`config.mk`:
```
export PLATFORM = sky130hd
export DESIGN_NAME = mem_port_arbiter
export DESIGN_NICKNAME = d
export VERILOG_FILES = /design/src/rtl/arb_pkg.sv /design/src/rtl/arb_grant_select.sv /design/src/rtl/mem_port_arbiter.sv
export SDC_FILE = /design/constraint.sdc
export NUM_CORES = 1
export LEC_CHECK = 0
export BUFFER_PORTS_ARGS = -buffer_cell sky130_fd_sc_hd__buf_2
export CAP_MARGIN = 25
export CORE_ASPECT_RATIO = 0.6
export CORE_MARGIN = 2
export CORE_UTILIZATION = 42
export CTS_CLUSTER_DIAMETER = 80
export DETAILED_ROUTE_END_ITERATION = 12
export PLACE_DENSITY = 0.81
export SLEW_MARGIN = 20
export SYNTH_ARGS = -nofsm -noshare
export SYNTH_HDL_FRONTEND = slang
export SYNTH_SLANG_ARGS = --single-unit
export TNS_END_PERCENT = 1
```
`constraint.sdc`:
```
create_clock -name clk_i -period 3 [get_ports clk_i]
set_clock_uncertainty 0.05 [all_clocks]
set_input_delay 0.6 -clock clk_i [delete_from_list [all_inputs] [get_ports clk_i]]
set_output_delay 0.6 -clock clk_i [all_outputs]
set_load 0.02 [all_outputs]
```
`src/rtl/arb_pkg.sv`:
```
// rtl/arb_pkg.sv - shared types and size codes for the memory port arbiter
package arb_pkg;

  typedef enum logic [1:0] {
    ARB_IDLE = 2'd0,
    ARB_ADDR = 2'd1,
    ARB_WAIT = 2'd2
  } arb_state_e;

  typedef enum logic {
    OWN_INST = 1'b0,
    OWN_DATA = 1'b1
  } arb_owner_e;

  localparam logic [1:0] SZ_BYTE = 2'd0;
  localparam logic [1:0] SZ_HALF = 2'd1;
  localparam logic [1:0] SZ_WORD = 2'd2;

endpackage

```
`src/rtl/arb_grant_select.sv`:
```
// rtl/arb_grant_select.sv - combinational pick between IF and MEM requests
// ARB_ROUND_ROBIN_EN: on a tie, grant whichever requester did not own the last grant.
module arb_grant_select
  import arb_pkg::*;
(
`ifdef ARB_ROUND_ROBIN_EN
  input  logic i_last_owner,
`endif
  input  logic i_inst_pend,
  input  logic i_data_pend,
  output logic o_grant_valid,
  output logic o_grant_owner
);

  always_comb begin
    o_grant_valid = i_inst_pend | i_data_pend;
    o_grant_owner = OWN_INST;
    if (i_inst_pend && i_data_pend) begin
`ifdef ARB_ROUND_ROBIN_EN
      o_grant_owner = (i_last_owner == OWN_INST) ? OWN_DATA : OWN_INST;
`else
      o_grant_owner = OWN_DATA;
`endif
    end else if (i_data_pend) begin
      o_grant_owner = OWN_DATA;
    end
  end

endmodule

```
`src/rtl/mem_port_arbiter.sv`:
```
// rtl/mem_port_arbiter.sv - one-outstanding arbiter sharing the SRAM-style port between IF and MEM
// ARB_ROUND_ROBIN_EN selects round-robin tie-breaking; default build gives data fixed priority.
module mem_port_arbiter
  import arb_pkg::*;
#(
  parameter int ADDR_W = 32,
  parameter int DATA_W = 32
) (
  input  logic              clk_i,
  input  logic              rst_i,
  input  logic              flush_i,

  input  logic              inst_req_i,
  input  logic [ADDR_W-1:0] inst_addr_i,
  output logic [DATA_W-1:0] inst_rdata_o,
  output logic              inst_data_ok_o,

  input  logic              data_req_i,
  input  logic              data_wr_i,
  input  logic [1:0]        data_size_i,
  input  logic [ADDR_W-1:0] data_addr_i,
  input  logic [DATA_W-1:0] data_wdata_i,
  output logic [DATA_W-1:0] data_rdata_o,
  output logic              data_data_ok_o,

  output logic              mem_req_o,
  output logic              mem_wr_o,
  output logic [1:0]        mem_size_o,
  output logic [ADDR_W-1:0] mem_addr_o,
  output logic [DATA_W-1:0] mem_wdata_o,
  input  logic              mem_addr_ok_i,
  input  logic              mem_data_ok_i,
  input  logic [DATA_W-1:0] mem_rdata_i,

  output logic              stall_req_o
);

  localparam logic [1:0] ST_IDLE = ARB_IDLE;
  localparam logic [1:0] ST_ADDR = ARB_ADDR;
  localparam logic [1:0] ST_WAIT = ARB_WAIT;

  logic [1:0]        r_state;
  logic              r_owner;
  logic              r_kill;
  logic              r_mem_wr;
  logic [1:0]        r_mem_size;
  logic [ADDR_W-1:0] r_mem_addr;
  logic [DATA_W-1:0] r_mem_wdata;
`ifdef ARB_ROUND_ROBIN_EN
  logic              r_last_owner;
`endif

  logic w_inst_pend;
  logic w_data_pend;
  logic w_grant_valid;
  logic w_grant_owner;
  logic w_in_txn;
  logic w_kill;
  logic w_resp;

  // A flush in IDLE means the fetch on inst_req_i is already stale.
  assign w_inst_pend = inst_req_i & ~flush_i;
  assign w_data_pend = data_req_i;

  arb_grant_select u_grant_select (
`ifdef ARB_ROUND_ROBIN_EN
    .i_last_owner  (r_last_owner),
`endif
    .i_inst_pend   (w_inst_pend),
    .i_data_pend   (w_data_pend),
    .o_grant_valid (w_grant_valid),
    .o_grant_owner (w_grant_owner)
  );

  assign w_in_txn = (r_state == ST_ADDR) || (r_state == ST_WAIT);
  // Live flush term lets a same-cycle flush suppress the returning pulse.
  assign w_kill   = r_kill | (flush_i & w_in_txn & (r_owner == OWN_INST));
  assign w_resp   = mem_data_ok_i & (r_state == ST_WAIT);

  always_ff @(posedge clk_i or posedge rst_i) begin
    if (rst_i) begin
      r_state <= ST_IDLE;
      r_owner <= OWN_INST;
    end else begin
      case (r_state)
        ST_IDLE: begin
          if (w_grant_valid) begin
            r_state <= ST_ADDR;
            r_owner <= w_grant_owner;
          end
        end
        ST_ADDR: begin
          if (mem_addr_ok_i) begin
            r_state <= ST_WAIT;
          end
        end
        ST_WAIT: begin
          if (mem_data_ok_i) begin
            r_state <= ST_IDLE;
          end
        end
        default: r_state <= ST_IDLE;
      endcase
    end
  end

  always_ff @(posedge clk_i or posedge rst_i) begin
    if (rst_i) begin
      r_mem_wr    <= 1'b0;
      r_mem_size  <= 2'd0;
      r_mem_addr  <= '0;
      r_mem_wdata <= '0;
    end else if ((r_state == ST_IDLE) && w_grant_valid) begin
      if (w_grant_owner == OWN_DATA) begin
        r_mem_wr    <= data_wr_i;
        r_mem_size  <= data_size_i;
        r_mem_addr  <= data_addr_i;
        r_mem_wdata <= data_wdata_i;
      end else begin
        r_mem_wr    <= 1'b0;
        r_mem_size  <= SZ_WORD;
        r_mem_addr  <= inst_addr_i;
        r_mem_wdata <= '0;
      end
    end
  end

  always_ff @(posedge clk_i or posedge rst_i) begin
    if (rst_i) begin
      r_kill <= 1'b0;
    end else if (w_resp) begin
      r_kill <= 1'b0;
    end else if (w_kill) begin
      r_kill <= 1'b1;
    end
  end

`ifdef ARB_ROUND_ROBIN_EN
  always_ff @(posedge clk_i or posedge rst_i) begin
    if (rst_i) begin
      r_last_owner <= OWN_INST;
    end else if ((r_state == ST_IDLE) && w_grant_valid) begin
      r_last_owner <= w_grant_owner;
    end
  end
`endif

  assign mem_req_o   = (r_state == ST_ADDR);
  assign mem_wr_o    = r_mem_wr;
  assign mem_size_o  = r_mem_size;
  assign mem_addr_o  = r_mem_addr;
  assign mem_wdata_o = r_mem_wdata;

  assign inst_rdata_o   = mem_rdata_i;
  assign data_rdata_o   = mem_rdata_i;
  assign inst_data_ok_o = w_resp & (r_owner == OWN_INST) & ~w_kill;
  assign data_data_ok_o = w_resp & (r_owner == OWN_DATA);

  assign stall_req_o = (inst_req_i & ~inst_data_ok_o) | (data_req_i & ~data_data_ok_o);

endmodule
```
* After elaboration in Yosys (flattened, before gate mapping)
Index checks and enable logic that the tools add are counted.
** Storage, ports and cells
- Output and inout port bits :: 135
- Input bits :: 138
- Register bits after elaboration :: 71
- Word-level logic and storage cells :: 48
** Cells by class
- Reductions and logical operators :: 7
- Equality and inequality tests :: 5
- Bitwise gates (word level) :: 17
- Muxes and demuxes :: 12
** Operators by type and width (count)
- $mux W32 :: 2
- $and A1 B1 Y1 :: 9
- $mux W2 :: 4
- $pmux W2 S3 :: 1
- $mux W1 :: 5
- $not A1 Y1 :: 5
- $ne A2 B2 Y1 const B :: 2
- $or A1 B1 Y1 :: 3
- $reduce_and A3 Y1 :: 1
- $eq A2 B1 Y1 const B :: 1
- $eq A2 B2 Y1 const B :: 1
- $logic_and A1 B1 Y1 :: 2
- $logic_not A2 Y1 :: 1
- $ne A2 B1 Y1 const B :: 1
- $reduce_and A2 Y1 :: 1
- $reduce_bool A2 Y1 :: 1
- $logic_or A1 B1 Y1 :: 1

* Logic depth before layout (Yosys ltp)
- Depth in word-level cells :: 10
- Gate-level depth with buffers :: 7
- Mapped depth without buffers :: 5

* Modules after synthesis
A second synthesis with hierarchy kept.
** Unflattened totals
- Cell total of the unflattened synthesis :: 389
- Area total of the unflattened synthesis :: 3602.2 um^2
** Modules (own cells, without submodules)
- mem_port_arbiter :: seq. area each 1776.7 um^2, cells an instance 387, times used 1, area an instance 3592.2 um^2
- arb_grant_select :: seq. area each 0.0 um^2, cells an instance 2, times used 1, area an instance 10.0 um^2

* Worst setup path before layout
No wires, ideal clock.
- Path type :: flip-flop to output port
- Start point :: reg r_state[0]
- End point :: out stall_req_o
- Buffers on the path :: 0
- Slack :: -0.112 ns
- Data arrival time :: 2.462 ns
- Stages on the path, launching flop included :: 5
- Required time :: 2.350 ns
- Path through :: dfrtp_1 -> inv_1 -> ha_1 -> a2111oi_0 -> o21ai_0
** On the way
- Cells in the longest elaborated chain, start to end :: 10
- Elaborated cells between the ends (all ways) :: 16
- Those cells by class :: eq/ne: 2; bitwise: 13; reduce/logical: 1
** Ends and longest elaborated chain
- start: declaration :: RTL line mem_port_arbiter.sv:42 : logic [1:0] r_state;
- start signal: assignment :: RTL line mem_port_arbiter.sv:82 : r_state <= ST_IDLE;
- start signal: assignment :: RTL line mem_port_arbiter.sv:88 : r_state <= ST_ADDR;
- start signal: assignment :: RTL line mem_port_arbiter.sv:94 : r_state <= ST_WAIT;
- $eq A2 B1 Y1 or $eq A2 B2 Y1 (tied branches) :: RTL line mem_port_arbiter.sv:75, mem_port_arbiter.sv:78
- $logic_or A1 B1 Y1 :: RTL line mem_port_arbiter.sv:75 : assign w_in_txn = (r_state == ST_ADDR) || (r_state == ST_WAIT);
- $and A1 B1 Y1 (2 in a row) :: RTL line mem_port_arbiter.sv:77 : assign w_kill = r_kill | (flush_i & w_in_txn & (r_owner == OWN_INST));
- $or A1 B1 Y1 :: RTL line mem_port_arbiter.sv:77
- $not A1 Y1 :: RTL line mem_port_arbiter.sv:156 : assign inst_data_ok_o = w_resp & (r_owner == OWN_INST) & ~w_kill;
- $and A1 B1 Y1 (*) :: RTL line mem_port_arbiter.sv:156
- named net inst_data_ok_o :: RTL line mem_port_arbiter.sv:16 : output logic inst_data_ok_o,
- $not A1 Y1 (*) :: RTL line mem_port_arbiter.sv:159 : assign stall_req_o = (inst_req_i & ~inst_data_ok_o) | (data_req_i & ~data_data_ok_o);
- $and A1 B1 Y1 (*) :: RTL line mem_port_arbiter.sv:159
- $or A1 B1 Y1 (*) :: RTL line mem_port_arbiter.sv:159
- end: declaration :: RTL line mem_port_arbiter.sv:35 : output logic stall_req_o
Mark *: on every way through the listed nets, which the timed path passes. The rest lies on a longest branch.

* Worst setup path in the final report
- Start point :: reg r_state[0]
- End point :: out stall_req_o
** On the way
- Cells in the longest elaborated chain, start to end :: 10
- Elaborated cells between the ends (all ways) :: 16
- Those cells by class :: eq/ne: 2; bitwise: 13; reduce/logical: 1
** Ends and longest elaborated chain (RTL line)
- $eq A2 B1 Y1 or $eq A2 B2 Y1 (tied branches) :: mem_port_arbiter.sv:75, mem_port_arbiter.sv:78
- $logic_or A1 B1 Y1 :: mem_port_arbiter.sv:75
- $and A1 B1 Y1 (2 in a row) :: mem_port_arbiter.sv:77
- $or A1 B1 Y1 :: mem_port_arbiter.sv:77
- $not A1 Y1 :: mem_port_arbiter.sv:156
- $and A1 B1 Y1 :: mem_port_arbiter.sv:156
- $not A1 Y1 :: mem_port_arbiter.sv:159
- $and A1 B1 Y1 :: mem_port_arbiter.sv:159
- $or A1 B1 Y1 (*) :: mem_port_arbiter.sv:159
Every way passes the cells marked *; elsewhere a longest branch is shown, timed or not.

==> flow_metrics.tcl <==
set metrics [dict create \
    wl_per_cell_um 14.99 \
    pwr_density_cell_nw_per_um2 1089 \
    synth_cells 349 \
    max-cap-violations 0 \
    yosys_warnings 0 \
    synth.top_cell.area_share_pct 45.24 \
    cts_htree_levels 3 \
    clock.fmax_mhz 398.7 \
    status "complete, no violations" \
    cts_tree "yes" \
    grt_pass1_vias 2728 \
    ys_seq_area_share_pct 45.24 \
    dr_total_vias 2820 \
    worstSkewPairLatency_ns 0.32 \
    syn_nets 492 \
    grt_max_degree 42 \
    final-setup-viol-count 0 \
    synth_edf_count 0 \
    antenna_found_initial 0 \
    drive_above_1_share_pct 57.67 \
    antenna_cells 0 \
    fin_tns_setup_ns 0 \
    criticalPathCategory "reg2out" \
    synth-main-ff-cell "dfrtp_1" \
    grt_first_pass_wirelength_um 13760 \
    reg2regPathDepth 6 \
    io_pins 273 \
    place_congestion 0.7744 \
    critPathMaxFanout 4 \
    vias_per_cell 4.870 \
    initial_utilization_pct 43.06 \
    arrival_ns 1.86 \
    peakVddDrop_uv 520.9 \
    port_buffers 176 \
    holdBufCountCts 0 \
    startpoint_type "flip-flop" \
    core_area_sq_um 9121 \
    hold_viol 0 \
    ys_seq_elements 71 \
    ant_nets 0 \
    worst_hold_path_type "in2async" \
    synth_commonest_cells "dfrtp_1, buf_4, inv_1" \
    slew_headroom_pct 55.33 \
    cts_setup_buffers 0 \
    root_buffer "clkbuf_16" \
    drc_errors 0 \
    rows 27 \
    yosys-top-cells-area "dfrtp_1, buf_4, mux2_2" \
    rsz0062_at_grt "no" \
    cp_data_required_time_ns 2.35 \
    cpPeakStageDelay_ns 0.41 \
    clkSinkCount 71 \
    place_area_sq_um 4399 \
    yosysMostFrequentCell "dfrtp_1" \
    drt-initial-drc-count 92 \
    cts_resized 0 \
    min_period_ns 2.508 \
    ys_async_sr_fraction_pct 100.0 \
    p_leak_nw 2.444 \
    dr.pass1.iters 4 \
    r2r_start "r_state[1]" \
    area_delta_synth_final_pct 20.45 \
    fin_crit_sh_pct 83.61 \
    fill_cells 794 \
    r2r_slack_ns 1.09 \
    finalMaxSlewViolations 0 \
    yosys.area.top_type "dfrtp_1" \
    final_cell_area_sq_um 4731 \
    clkTransAtPathRegs_ns 0.06 \
    path_cells "inv_1 > ha_1 > nand2_1 > a2111oi_1 > o21ai_0 > buf_2" \
    grt_usage_pct 17.46 \
    critPathCapture "stall_req_o" \
    yosysUniqueCellTypes 26 \
    overflow 0 \
    cts_buffers 9 \
    clock_path_buffers 2 \
    worstReg2RegEnd "r_state[1]" \
    cp-end-kind "primary output" \
    drt-total-wl_um 8681 \
    die_h_um 78.91 \
    crit_start "r_state[0]" \
    syn_avg_cell_area_sq_um 11.25 \
    synthesis.area_sq_um 3928 \
    worstMarginPinSlew_ns 0.6690 \
    fin_nets 602 \
    die_x_um 128.8 \
    cp_slowest_cell "dfrtp_1" \
    hpwl_um 6441 \
    dieArea_sq_um 10170 \
]
[report_power, final]
part	internal (mW)	switching, mW	total [mW]
clock network	0.789	0.371	1.16
registers	1.43	0.251	1.68
logic	0.996	1.32	2.31
total	3.21	1.94	5.15
[cell families (layout without fill, tap and decap cells)]
family	count (synthesis)	after routing	synth area share, %
buffers and inverters	123	237	20.07
DFF	71	71	45.24
muxes	66	66	21.60
AOI/OAI and AO/OA	43	43	6.149
and+or+nand+nor	41	41	5.352
adders and majority gates	5	5	1.593
[sequential cells by signal, indices dropped and copies added, names as in the netlist]
register,cells
r_state,2
r_kill,1
mem_wr_o,1
mem_addr_o,32
r_owner,1
mem_size_o,2
mem_wdata_o,32
[worst max-delay path: cells and delay by family (launching register included)]
| kind | cells | cell delay [ns] |
|---|---|---|
| AOI/OAI and AO/OA | 2 | 0.54 |
| DFF | 1 | 0.41 |
| buffers and inverters | 2 | 0.30 |
| adders and majority gates | 1 | 0.19 |
| and+or+nand+nor | 1 | 0.09 |
[cell type report]
class	count	area, sq um	area share (%)
sequential	71	1777	37.56
multi-input combinational	155	1364	28.83
inverter	40	150.1	3.174
timing repair buffer	182	963.4	20.36
tap	116	145.1	3.068
clock inverter	3	65.06	1.375
clock buffer	12	266.5	5.633
[worst min-delay path by stage]
stage,start,end,slack [ns],depth (start not counted)
after global placement,mem_size_o[1],mem_size_o[1],0.42,1
after CTS,rst_i,r_state[1],0.35,2
final,rst_i,mem_addr_o[24],0.33,2
after floorplan,r_kill,r_kill,0.44,2
after global routing,rst_i,mem_addr_o[24],0.39,2
after detailed placement,mem_addr_o[17],mem_addr_o[17],0.44,1
[layout by cell type (no fill, tap or decap), types with 2 or more instances in the layout]
cell type / netlist / final
mux2_4: 28 / 28
o21ai_1: 20 / 20
buf_4: 66 / 3
mux2_2: 38 / 38
o21ai_0: 16 / 16
buf_12: 0 / 3
bufinv_16: 0 / 2
dfrtp_1: 71 / 71
nand3_1: 34 / 34
nand2_1: 2 / 2
inv_1: 40 / 39
ha_1: 5 / 5
clkbuf_8: 0 / 3
buf_2: 3 / 176
clkbuf_16: 0 / 9
[layer usage]
layer  wire [um]  track usage (%)  vias up  share of wire, %
li1            -                -     1306                 -
met5           0                0        -                 0
met3         805            7.749       15               9.3
met4          94            4.457        0               1.1
met2        3854            25.34      152                44
met1        3925            23.84     1347                45
[per-stage QoR]
step / util [%] / total power [mW] / setup slack (ns) / hold WS, ns / instances
finish: 51.87 / 5.153 / 0.4917 / 0.3274 / 579
detailed placement: 48.23 / 4.015 / 0.8063 / 0.4378 / 564
floorplan: - / 3.415 / 0.2398 / 0.4425 / 349
CTS: 51.87 / 5.216 / 0.4514 / 0.3471 / 579
global placement: 48.23 / 3.934 / 0.8701 / 0.4217 / 564
global route: 51.87 / 5.478 / 0.3425 / 0.3850 / 579
Power figures use the tool's default switching activity.
